File: config.mk
export PLATFORM = sky130hd
export DESIGN_NAME = voice_alloc_flat
export DESIGN_NICKNAME = d
export VERILOG_FILES = /design/src/rtl/vsynth_pkg.sv /design/src/rtl/voice_alloc_if.sv /design/src/rtl/voice_slot.sv /design/src/rtl/voice_alloc.sv /design/src/flat_wrapper.sv
export SDC_FILE = /design/constraint.sdc
export NUM_CORES = 1
export LEC_CHECK = 0
export ABC_AREA = 1
export BUFFER_PORTS_ARGS = -buffer_cell sky130_fd_sc_hd__buf_2
export CORE_ASPECT_RATIO = 0.5
export CORE_UTILIZATION = 34
export DETAILED_ROUTE_END_ITERATION = 10
export MAX_ROUTING_LAYER = met4
export RECOVER_POWER = 100
export SYNTH_ARGS = -nofsm -noshare
export SYNTH_HDL_FRONTEND = slang
export SYNTH_SLANG_ARGS = --single-unit
File: constraint.sdc
create_clock -name clk -period 2.96 [get_ports clk]
set_input_delay 0.592 -clock clk [delete_from_list [all_inputs] [get_ports clk]]
set_output_delay 0.592 -clock clk [all_outputs]
set_load 0.005 [all_outputs]
File: src/rtl/vsynth_pkg.sv
// Purpose: shared types and widths for the voice allocator and its slot registers.
// Latency: n/a (declarations only).
// Backpressure: n/a.
package vsynth_pkg;

    localparam int NOTE_W    = 7;
    localparam int VEL_W     = 7;
    localparam int AGE_W_DEF = 8;

    typedef enum logic [1:0] {
        ST_IDLE   = 2'd0,
        ST_SCAN   = 2'd1,
        ST_COMMIT = 2'd2
    } state_t;

    // Event captured at the handshake; the scan and commit only ever look at this copy.
    typedef struct packed {
        logic              on;
        logic [NOTE_W-1:0] note;
        logic [VEL_W-1:0]  vel;
    } ev_t;

endpackage

File: src/rtl/voice_alloc_if.sv
// Purpose: event handshake plus per-slot note/velocity/active buses between parser, allocator and nco bank.
// Latency: n/a (wires only).
// Backpressure: ev_valid/ev_ready; the allocator side owns ev_ready.
// Ports: ev_valid/ev_ready/ev_on/ev_note/ev_vel event channel, all_off panic,
//        note_num_bus/note_vel_bus (slot i at [7i+6:7i]), voice_active, stolen pulse.
interface voice_alloc_if
    import vsynth_pkg::*;
#(
    parameter int VOICES = 4
) ();

    logic                     ev_valid;
    logic                     ev_ready;
    logic                     ev_on;
    logic [NOTE_W-1:0]        ev_note;
    logic [VEL_W-1:0]         ev_vel;
    logic                     all_off;
    logic [NOTE_W*VOICES-1:0] note_num_bus;
    logic [VEL_W*VOICES-1:0]  note_vel_bus;
    logic [VOICES-1:0]        voice_active;
    logic                     stolen;

    // Event source / consumer of the slot buses.
    modport master (
        output ev_valid, ev_on, ev_note, ev_vel, all_off,
        input  ev_ready, note_num_bus, note_vel_bus, voice_active, stolen
    );

    // Allocator.
    modport slave (
        input  ev_valid, ev_on, ev_note, ev_vel, all_off,
        output ev_ready, note_num_bus, note_vel_bus, voice_active, stolen
    );

endinterface

File: src/rtl/voice_slot.sv
// Purpose: one voice slot: note/velocity/active registers and a saturating age counter.
// Latency: controls take effect on the next clk edge.
// Backpressure: none; controls are single-cycle strobes from the allocator.
// Ports: clk, rst_n; kill/load/retrig/inc strobes; note_in/vel_in; note/vel/active/age state.
module voice_slot
    import vsynth_pkg::*;
#(
    parameter int AGE_W = AGE_W_DEF
) (
    input  logic              clk,
    input  logic              rst_n,
    input  logic              kill,     // silence: active=0, vel=0, age=0, note kept
    input  logic              load,     // new note: note, vel, active=1, age=0
    input  logic              retrig,   // same note again: vel, age=0
    input  logic              inc,      // another slot was the target; grow older
    input  logic [NOTE_W-1:0] note_in,
    input  logic [VEL_W-1:0]  vel_in,
    output logic [NOTE_W-1:0] note,
    output logic [VEL_W-1:0]  vel,
    output logic              active,
    output logic [AGE_W-1:0]  age
);

    always_ff @(posedge clk or negedge rst_n) begin
        if (!rst_n) begin
            note   <= '0;
            vel    <= '0;
            active <= 1'b0;
            age    <= '0;
        end else if (kill) begin
            // Note is held so the nco keeps its phase continuous across re-use.
            vel    <= '0;
            active <= 1'b0;
            age    <= '0;
        end else if (load) begin
            note   <= note_in;
            vel    <= vel_in;
            active <= 1'b1;
            age    <= '0;
        end else if (retrig) begin
            vel    <= vel_in;
            age    <= '0;
        end else if (inc && (age != {AGE_W{1'b1}})) begin
            age    <= age + AGE_W'(1);
        end
    end

endmodule

File: src/rtl/voice_alloc.sv
// Purpose: polyphonic voice allocator; maps note-on/off events onto VOICES nco slots with oldest-voice stealing.
// Latency: outputs update on the edge ending cycle VOICES+1 after the handshake; one event per VOICES+2 cycles.
// Backpressure: ev_ready low from the handshake until the commit completes, and whenever all_off is high.
// Ports: clk, rst_n (async active-low); bus = voice_alloc_if.slave (event channel, all_off, slot buses, stolen).
module voice_alloc
    import vsynth_pkg::*;
#(
    parameter int VOICES = 4,
    parameter int VW     = 2,
    parameter int AGE_W  = AGE_W_DEF
) (
    input  logic          clk,
    input  logic          rst_n,
    voice_alloc_if.slave  bus
);

    state_t            state;
    logic [VW-1:0]     scan_idx;
    ev_t               ev_q;
    logic              ready_q;
    logic              stolen_q;

    // Scan results, accumulated one slot per cycle.
    logic              match_found;
    logic [VW-1:0]     match_idx;
    logic              free_found;
    logic [VW-1:0]     free_idx;
    logic              old_found;
    logic [VW-1:0]     old_idx;
    logic [AGE_W-1:0]  old_age;

    // Slot state and control strobes.
    logic [NOTE_W-1:0] slot_note [VOICES];
    logic [VEL_W-1:0]  slot_vel  [VOICES];
    logic [AGE_W-1:0]  slot_age  [VOICES];
    logic [VOICES-1:0] slot_active;
    logic [VOICES-1:0] slot_kill;
    logic [VOICES-1:0] slot_load;
    logic [VOICES-1:0] slot_retrig;
    logic [VOICES-1:0] slot_inc;

    logic              ev_rdy;
    logic              note_on;
    logic              steal;
    logic              cur_hit;
    logic              cur_free;
    logic              cur_older;

    assign ev_rdy  = ready_q & ~bus.all_off;
    // Velocity 0 on a note-on is a note-off by MIDI convention.
    assign note_on = ev_q.on && (ev_q.vel != '0);

    // Comparators for the slot currently under scan.
    assign cur_hit   = slot_active[scan_idx] && (slot_note[scan_idx] == ev_q.note);
    assign cur_free  = !slot_active[scan_idx];
    // Strictly greater keeps the lowest index on equal ages.
    assign cur_older = slot_active[scan_idx] && (!old_found || (slot_age[scan_idx] > old_age));

    // Commit decode: pick the target slot and drive the per-slot strobes.
    always_comb begin
        logic [VW-1:0] tgt;
        logic          has_tgt;
        logic          use_retrig;
        slot_kill   = '0;
        slot_load   = '0;
        slot_retrig = '0;
        slot_inc    = '0;
        steal       = 1'b0;
        tgt         = '0;
        has_tgt     = 1'b0;
        use_retrig  = 1'b0;
        if (bus.all_off) begin
            slot_kill = '1;
        end else if (state == ST_COMMIT) begin
            if (note_on) begin
                if (match_found) begin
                    tgt        = match_idx;
                    has_tgt    = 1'b1;
                    use_retrig = 1'b1;
                end else if (free_found) begin
                    tgt     = free_idx;
                    has_tgt = 1'b1;
                end else if (old_found) begin
                    tgt     = old_idx;
                    has_tgt = 1'b1;
                    steal   = 1'b1;
                end
                for (int i = 0; i < VOICES; i++) begin
                    if (has_tgt && (VW'(i) == tgt)) begin
                        slot_retrig[i] = use_retrig;
                        slot_load[i]   = !use_retrig;
                    end else if (slot_active[i]) begin
                        slot_inc[i] = 1'b1;
                    end
                end
            end else if (match_found) begin
                // Note-off only touches the matching slot; other ages are left alone.
                for (int i = 0; i < VOICES; i++) begin
                    if (VW'(i) == match_idx) begin
                        slot_kill[i] = 1'b1;
                    end
                end
            end
        end
    end

    always_ff @(posedge clk or negedge rst_n) begin
        if (!rst_n) begin
            state       <= ST_IDLE;
            scan_idx    <= '0;
            ev_q        <= '0;
            ready_q     <= 1'b0;
            stolen_q    <= 1'b0;
            match_found <= 1'b0;
            match_idx   <= '0;
            free_found  <= 1'b0;
            free_idx    <= '0;
            old_found   <= 1'b0;
            old_idx     <= '0;
            old_age     <= '0;
        end else begin
            stolen_q <= 1'b0;
            if (bus.all_off) begin
                // Panic wins over any handshake or commit in the same cycle.
                state    <= ST_IDLE;
                scan_idx <= '0;
                ready_q  <= 1'b1;
            end else begin
                case (state)
                    ST_IDLE: begin
                        ready_q <= 1'b1;
                        if (bus.ev_valid && ev_rdy) begin
                            ev_q        <= {bus.ev_on, bus.ev_note, bus.ev_vel};
                            match_found <= 1'b0;
                            match_idx   <= '0;
                            free_found  <= 1'b0;
                            free_idx    <= '0;
                            old_found   <= 1'b0;
                            old_idx     <= '0;
                            old_age     <= '0;
                            scan_idx    <= '0;
                            ready_q     <= 1'b0;
                            state       <= ST_SCAN;
                        end
                    end
                    ST_SCAN: begin
                        if (!match_found && cur_hit) begin
                            match_found <= 1'b1;
                            match_idx   <= scan_idx;
                        end
                        if (!free_found && cur_free) begin
                            free_found <= 1'b1;
                            free_idx   <= scan_idx;
                        end
                        if (cur_older) begin
                            old_found <= 1'b1;
                            old_idx   <= scan_idx;
                            old_age   <= slot_age[scan_idx];
                        end
                        if (scan_idx == VW'(VOICES - 1)) begin
                            state <= ST_COMMIT;
                        end else begin
                            scan_idx <= scan_idx + VW'(1);
                        end
                    end
                    ST_COMMIT: begin
                        stolen_q <= steal;
                        ready_q  <= 1'b1;
                        state    <= ST_IDLE;
                    end
                    default: begin
                        state   <= ST_IDLE;
                        ready_q <= 1'b1;
                    end
                endcase
            end
        end
    end

    for (genvar i = 0; i < VOICES; i++) begin : g_slot
        voice_slot #(.AGE_W(AGE_W)) u_slot (
            .clk     (clk),
            .rst_n   (rst_n),
            .kill    (slot_kill[i]),
            .load    (slot_load[i]),
            .retrig  (slot_retrig[i]),
            .inc     (slot_inc[i]),
            .note_in (ev_q.note),
            .vel_in  (ev_q.vel),
            .note    (slot_note[i]),
            .vel     (slot_vel[i]),
            .active  (slot_active[i]),
            .age     (slot_age[i])
        );
        assign bus.note_num_bus[i*NOTE_W +: NOTE_W] = slot_note[i];
        assign bus.note_vel_bus[i*VEL_W +: VEL_W]   = slot_vel[i];
    end

    assign bus.voice_active = slot_active;
    assign bus.ev_ready     = ev_rdy;
    assign bus.stolen       = stolen_q;

endmodule
File: src/flat_wrapper.sv
// flat-port wrapper written by rule: the top's interface ports become plain ports
module voice_alloc_flat import vsynth_pkg::*;
#(
    parameter int VOICES = 4,
    parameter int VW     = 2,
    parameter int AGE_W  = AGE_W_DEF
)
  (clk, rst_n, bus_ev_valid, bus_ev_on, bus_ev_note, bus_ev_vel, bus_all_off, bus_ev_ready, bus_note_num_bus, bus_note_vel_bus, bus_voice_active, bus_stolen);
  voice_alloc_if #(.VOICES(VOICES)) bus_i ();
  input  logic clk;
  input  logic rst_n;
  input wire logic [$bits(bus_i.ev_valid)-1:0] bus_ev_valid;
  input wire logic [$bits(bus_i.ev_on)-1:0] bus_ev_on;
  input wire logic [$bits(bus_i.ev_note)-1:0] bus_ev_note;
  input wire logic [$bits(bus_i.ev_vel)-1:0] bus_ev_vel;
  input wire logic [$bits(bus_i.all_off)-1:0] bus_all_off;
  output wire logic [$bits(bus_i.ev_ready)-1:0] bus_ev_ready;
  output wire logic [$bits(bus_i.note_num_bus)-1:0] bus_note_num_bus;
  output wire logic [$bits(bus_i.note_vel_bus)-1:0] bus_note_vel_bus;
  output wire logic [$bits(bus_i.voice_active)-1:0] bus_voice_active;
  output wire logic [$bits(bus_i.stolen)-1:0] bus_stolen;
  assign bus_i.ev_valid = bus_ev_valid;
  assign bus_i.ev_on = bus_ev_on;
  assign bus_i.ev_note = bus_ev_note;
  assign bus_i.ev_vel = bus_ev_vel;
  assign bus_i.all_off = bus_all_off;
  assign bus_ev_ready = bus_i.ev_ready;
  assign bus_note_num_bus = bus_i.note_num_bus;
  assign bus_note_vel_bus = bus_i.note_vel_bus;
  assign bus_voice_active = bus_i.voice_active;
  assign bus_stolen = bus_i.stolen;
  voice_alloc #(.VOICES(VOICES), .VW(VW), .AGE_W(AGE_W)) u_core (.clk(clk), .rst_n(rst_n), .bus(bus_i));
endmodule
Yosys cells after proc, flatten, opt, wreduce, memory -nomap -nowiden:

Index checks and enable logic that the tools add are counted.
Widths: inputs -> output; s select.

* bits in registers: 130
* output and inout bits: 62
* word-level logic and storage cells: 240

* add/sub/neg operators: 5
* order comparisons: 3
* equal/unequal tests: 22
* multiplexer cells: 125
* bitwise gates (word level): 7
* reductions and logical operators: 48

Operators with widths (count)
* $mux 8: 20
* $mux 7: 14
* $mux 4: 13
* $mux 1: 50
* $add 8x1->8 const B: 4
* $ne 8x8->1 const B: 4
* $mux 2: 15
* $pmux 2 s2: 5
* $bmux 8 s2: 1
* $pmux 8 s2: 1
* $reduce_bool 4->1: 4
* $reduce_bool 3->1: 5
* $bmux 7 s2: 1
* $logic_and 1x1->1: 14
* $reduce_and 4->1: 3
* $reduce_and 2->1: 5
* $reduce_bool 2->1: 5
* $eq 2x2->1 const A: 4
* $gt 8x8->1: 1
* $ne 2x1->1 const B: 4
* $pmux 1 s2: 4
* $eq 7x7->1: 1
* $reduce_bool 7->1: 1
* $logic_not 2->1: 3
* other kinds (16): 28

Depth between registers and ports, before layout:

* depth after elaboration: 17
* depth in mapped cells: 21

Cells and area by module:

From an unflattened synthesis, not the netlist that was laid out.

* cells, all modules: 881
* area, all modules: 7125.6 um^2

By module, submodules not included
* voice_slot at u_core.g_slot[0].u_slot ...: times used 3, cells each 120, area each 1122.3 um^2, seq. area each 575.6 um^2
* voice_alloc: times used 1, cells each 399, area each 2666.3 um^2, seq. area each 950.9 um^2
* voice_slot at u_core.g_slot[1].u_slot: times used 1, cells each 122, area each 1092.3 um^2, seq. area each 575.6 um^2

Worst setup path before layout:

No wires, ideal clock.

* path type: register to register
* start point: register u_core.scan_idx[0]
* end point: register u_core.old_found
* library setup time: 117 ps
* arrival time: 2456 ps
* required time: 2843 ps
* path slack: 387 ps
* cell stages (with the launch flop): 20
* path buffers: 3
* period minus slack after synthesis: 2573 ps
* cells stage by stage: dfrtp_1 > inv_2 > buf_2 > clkbuf_1 > o21ai_0 > a22oi_1 > inv_1 > ha_1 > nand2_1 > o21ai_0 > nand2_1 > nand2_1 > nand2_1 > nand2_1 > nand2_1 > nand2_1 > nand2_1 > buf_2 > nand2_1 > nand2_1

* longest elaborated chain between the ends: 9
* elaborated cells on any way between the ends: 11

RTL lines
* from (decl): line voice_alloc.sv:18 `logic [VW-1:0] scan_idx;`
* from (signal assigned): line voice_alloc.sv:163 `scan_idx <= scan_idx + VW'(1);`
* $not 2->3 (not written as such): line voice_alloc.sv:57 `assign cur_older = slot_active[scan_idx] && (!old_found || (slot_age[scan_idx] > old_age));`
* $bmux 8 s2: line voice_alloc.sv:57
* $mux 8 (not written as such) (2 in series): line voice_alloc.sv:57
* $gt 8x8->1: line voice_alloc.sv:57
* $logic_or 1x1->1: line voice_alloc.sv:57
* $logic_and 1x1->1 *: line voice_alloc.sv:57
* $ne 2x1->1 (no source line) *
* $reduce_and 4->1 (no source line) *
* to (signal assigned): line voice_alloc.sv:118 `old_found <= 1'b0;`
* to (signal assigned): line voice_alloc.sv:138 `old_found <= 1'b0;`
* to (signal assigned): line voice_alloc.sv:156 `old_found <= 1'b1;`
* to (decl): line voice_alloc.sv:28 `logic old_found;`

Every way passes the cells marked *; elsewhere a longest branch is shown, timed or not. The select of a mux whose other input is x is not followed.
A chain may end at the register's enable or synchronous reset.

Worst setup path after layout:

* start point: register u_core.ev_q[6] (netlist name)
* end point: register u_core.g_slot[3].u_slot.age[0]

* longest elaborated chain between the ends: 8
* elaborated cells on any way between the ends: 19

RTL lines
* from (decl): line voice_alloc.sv:19 `ev_t ev_q;`
* from (signal assigned): line voice_alloc.sv:133 `ev_q <= {bus.ev_on, bus.ev_note, bus.ev_vel};`
* $reduce_bool 7->1 *: line voice_alloc.sv:51 `assign note_on = ev_q.on && (ev_q.vel != '0);`
* $logic_and 1x1->1 *: line voice_alloc.sv:51
* $mux 4: line voice_alloc.sv:75 `if (note_on) begin`
* $mux 4: line voice_alloc.sv:74 `end else if (state == ST_COMMIT) begin`
* $mux 4: line voice_alloc.sv:72 `if (bus.all_off) begin`
* $mux 8: line voice_slot.sv:40 `end else if (retrig) begin`
* $mux 8: line voice_slot.sv:35 `end else if (load) begin`
* $mux 8: line voice_slot.sv:30 `end else if (kill) begin`
* to (signal assigned): line voice_slot.sv:44 `age <= age + AGE_W'(1);`
* to (decl): line voice_slot.sv:21 `output logic [AGE_W-1:0] age`

Every way passes the cells marked *; elsewhere a longest branch is shown, timed or not.

==> run_results.csv <==
group,metric,value,unit
cells_and_area,area_growth,17.2,%
sta,rsz0062_at_grt,"no",
critical_path,path_delay_family,"simple AND/OR/NAND/NOR gates",
synthesis,async_reset_ff_frac,1.00,
critical_path,rr_endpoint,"u_core.g_slot[3].u_slot.age[0]",
power_and_ir_drop,pwr_density_cell,578,nW/um2
cells_and_area,fill_cells,1923,
cts,cts_hold_buf,0,
routing,dr_total_vias,6098,
global_route,gr-usage-all-layers,0.190,
synthesis,ys_seq_area_frac,0.484,
cts,cts_tree,"built",
sta,setup_ws,0.327,ns
power_and_ir_drop,p_leak,3.93,nW
power_and_ir_drop,max-vdd-ir-drop,0.000447,V
synthesis,synthTopCellsByArea,"dfrtp_1, nand2_1, o21ai_0, inv_1, nand3_1",
sta,setup_viol,0,
cts,cts_made_buffers,17,
routing,wl_per_cell,14.6,um
sta,final.setup.tns,0,ns
sta,slew_viol_final,45,
synthesis,synth_commonest_cells,"nand2_1, dfrtp_1, inv_1",
critical_path,r2r_cells,9,
cts,clock-root-buffer,"clkbuf_16",
die,die-width,201,um
critical_path,critPathSlowestCell,"nor2_1",
routing,drt-total-wl,18.1,mm
place,dpl.hpwl,13.3,mm
synthesis,synthCells,886,
critical_path,cp_common_cell,"nor2_1",
cells_and_area,seq_area,3250,um2
synthesis,synth_edf_count,0,
die,die_h,101,um
hold_path,hp-class,"input pin to register",
run_status,violations,"capacitance limit, slew limit",
cts,clk_latency,0.42,ns
critical_path,critPathMaxFanout,13,
routing,drc_errors,0,
cts,cts_resized,0,
synthesis,syn_nets,918,
synthesis,synth_ff_type,"dfrtp_1",
critical_path,cp-end-kind,"register",
sta,slew_headroom,-0.670,
die,fp-row-count,35,
cells_and_area,drive_gt1_frac,0.102,
routing,via_per_inst,4.91,
sta,final-hold-violation-count,0,
cells_and_area,nets,1001,
synthesis,synth_seq_cells,130,
global_route,grt_pass1_wl,29.1,mm
run,max_cap_viol_count,1,
synthesis,synth_area_per_cell,7.59,um2
synthesis,yosysWarnings,0,
die,start_util,0.356,
critical_path,arrival,2.93,ns
place,place_congestion,0.844,
critical_path,cp.required,3.26,ns
critical_path,path_buf_inv,1,
global_route,grt-ovfl-total,0,
critical_path,critPathCapture,"u_core.g_slot[3].u_slot.age[0]",
cts,clk_pin_slew_worst_paths,0.07,ns
synthesis,synth_top_area_frac,0.484,
sta,fin_hold_ws,0.371,ns
cells_and_area,multi_input_area,2930,um2
critical_path,crit_path_start_kind,"register",
critical_path,rrSetupSlack,0.33,ns
synthesis,synth_cell_types,36,
die,die-area,20400,um2
die,coreArea,18900,um2
routing,dr.pass1.iters,5,
synthesis,synthMostInstantiatedCell,"nand2_1",
cts,cts.sinks,130,
sta,post-route-period-util,0.889,
critical_path,crit_chain,"nor3_1 -> nand3_1 -> nand2_1 -> inv_1 -> o21ai_4 -> nor2_1 -> nor2_1 -> o21ai_0 -> a21oi_1",
cts,clockBufferDepth,2,
synthesis,synthesis.area,6720,um2
global_route,antenna_found_initial,0,
critical_path,crit_path_max_incr_delay,0.63,ns
critical_path,r2r_start,"u_core.ev_q[6]",
sta,max_freq,380,MHz
global_route,grt_pass1_vias,5602,
sta,worst_slew_pin_slew,2.50,ns
die,io_pins,81,
routing,dr.first_iter.drc_count,470,
cells_and_area,num_antenna_cells,0,
critical_path,worstSetupPathType,"register to register",
sta,period_minus_slack,2.63,ns
run_status,status,"complete, but fails checks",
critical_path,crit_cells,9,
synthesis,yosys.area.top_type,"dfrtp_1",
critical_path,crit_start,"u_core.ev_q[6]",
global_route,grt_max_degree,62,
place,portBuffers,80,
sta,clock_skew,0.0127,ns
place,pre_cts_slack,0.485,ns
cts,htreeDepth,4,
routing,ant_nets,0,
cts,post_cts.repair.setup_buffers,0,
## logic make-up (layout without fill, tap and decap cells)
family	count (synthesis)	count (layout)	share of synthesized area
AO/OA/AOI/OAI	145	145	0.116
XOR/XNOR	3	3	0.00391
adder cells (fa/ha/maj)	13	13	0.0242
buffers and inverters	123	219	0.0743
flip-flops	130	130	0.484
AND/OR/NAND/NOR	472	472	0.298
## final cells by class
type                    instances  share of cell area
repair buffers                 92              0.0562
clock buffers                  18              0.0557
clock inverters                14              0.0172
inverters                      95              0.0453
well taps                     259              0.0411
multi-input cells             633               0.372
flip-flops and latches        130               0.413
## cells in the final DEF (no fill, tap or decap), drive strengths merged
cell type,n
ha,13
o21ai,91
nor3b,1
dfrtp,130
or2,1
nor3,12
o31ai,2
a22oi,3
nand3,62
a311oi,1
clkinvlp,2
clkinv,3
nand2,282
xor2,1
inv,104
o32a,1
nor4,1
a32o,1
clkbuf,57
nand3b,1
buf,53
nor2,93
o21bai,1
nand4,19
a21oi,44
o21a,1
xnor2,2
## per-layer routing
metal  routed length [um]  GRT usage  vias to the layer above
li1                     -          -                     3039
met5                    0          -                        -
met2                 7890      0.277                      138
met4                  335     0.0646                        0
met3                  678     0.0286                       28
met1                 9190      0.268                     2893
## where the power goes
group | switching, mW | leakage, nW | internal [mW] | total [mW]
registers | 0.0641 | 1.78 | 1.85 | 1.92
logic | 0.428 | 1.87 | 0.165 | 0.594
clock network | 0.902 | 0.280 | 1.14 | 2.04
## worst min-delay path, stage by stage
cell	delay [ns]
buf_2	0.07
nand2_1	0.04
o21ai_0	0.06
## through the flow
| stage | cells | utilization | power [mW] | cell area [um2] |
|---|---|---|---|---|
| floorplan | 886 | - | 2.35 | 6720 |
| global placement | 1209 | 0.393 | 2.55 | 7410 |
| detailed placement | 1209 | 0.393 | 2.56 | 7410 |
| CTS | 1241 | 0.423 | 4.60 | 7980 |
| global route | 1241 | 0.417 | 4.76 | 7880 |
| finish | 1241 | 0.417 | 4.55 | 7880 |
## worst min-delay path by stage
| stage | depth (start not counted) | start | slack (ns) | to |
|---|---|---|---|---|
| 6_report | 3 | bus_ev_note[5] | 0.37 | u_core.ev_q[12] |
| 3_3_place_gp | 2 | u_core.g_slot[3].u_slot.vel[6] | 0.45 | u_core.g_slot[3].u_slot.vel[6] |
| 2_1_floorplan | 0 | rst_n | 0.30 | u_core.bus.stolen |
| 3_5_place_dp | 2 | u_core.g_slot[3].u_slot.vel[6] | 0.46 | u_core.g_slot[3].u_slot.vel[6] |
| 5_1_grt | 3 | bus_ev_vel[6] | 0.38 | u_core.ev_q[6] |
| 4_1_cts | 1 | rst_n | 0.18 | u_core.g_slot[3].u_slot.note[5] |
## sequential cells by signal, summed over array words and instances, names as in the netlist
signal and cells:
u_core.g_slot.u_slot.note 28, u_core.old_idx 2, u_core.ready_q 1, u_core.g_slot.u_slot.age 32, u_core.g_slot.u_slot.active 4, u_core.match_idx 2, u_core.old_found 1, u_core.match_found 1
u_core.free_idx 2, u_core.free_found 1, u_core.scan_idx 2, u_core.state 2, u_core.old_age 8, u_core.bus.stolen 1, u_core.ev_q 15, u_core.g_slot.u_slot.vel 28
No activity file was read; power rests on OpenSTA's default activity.
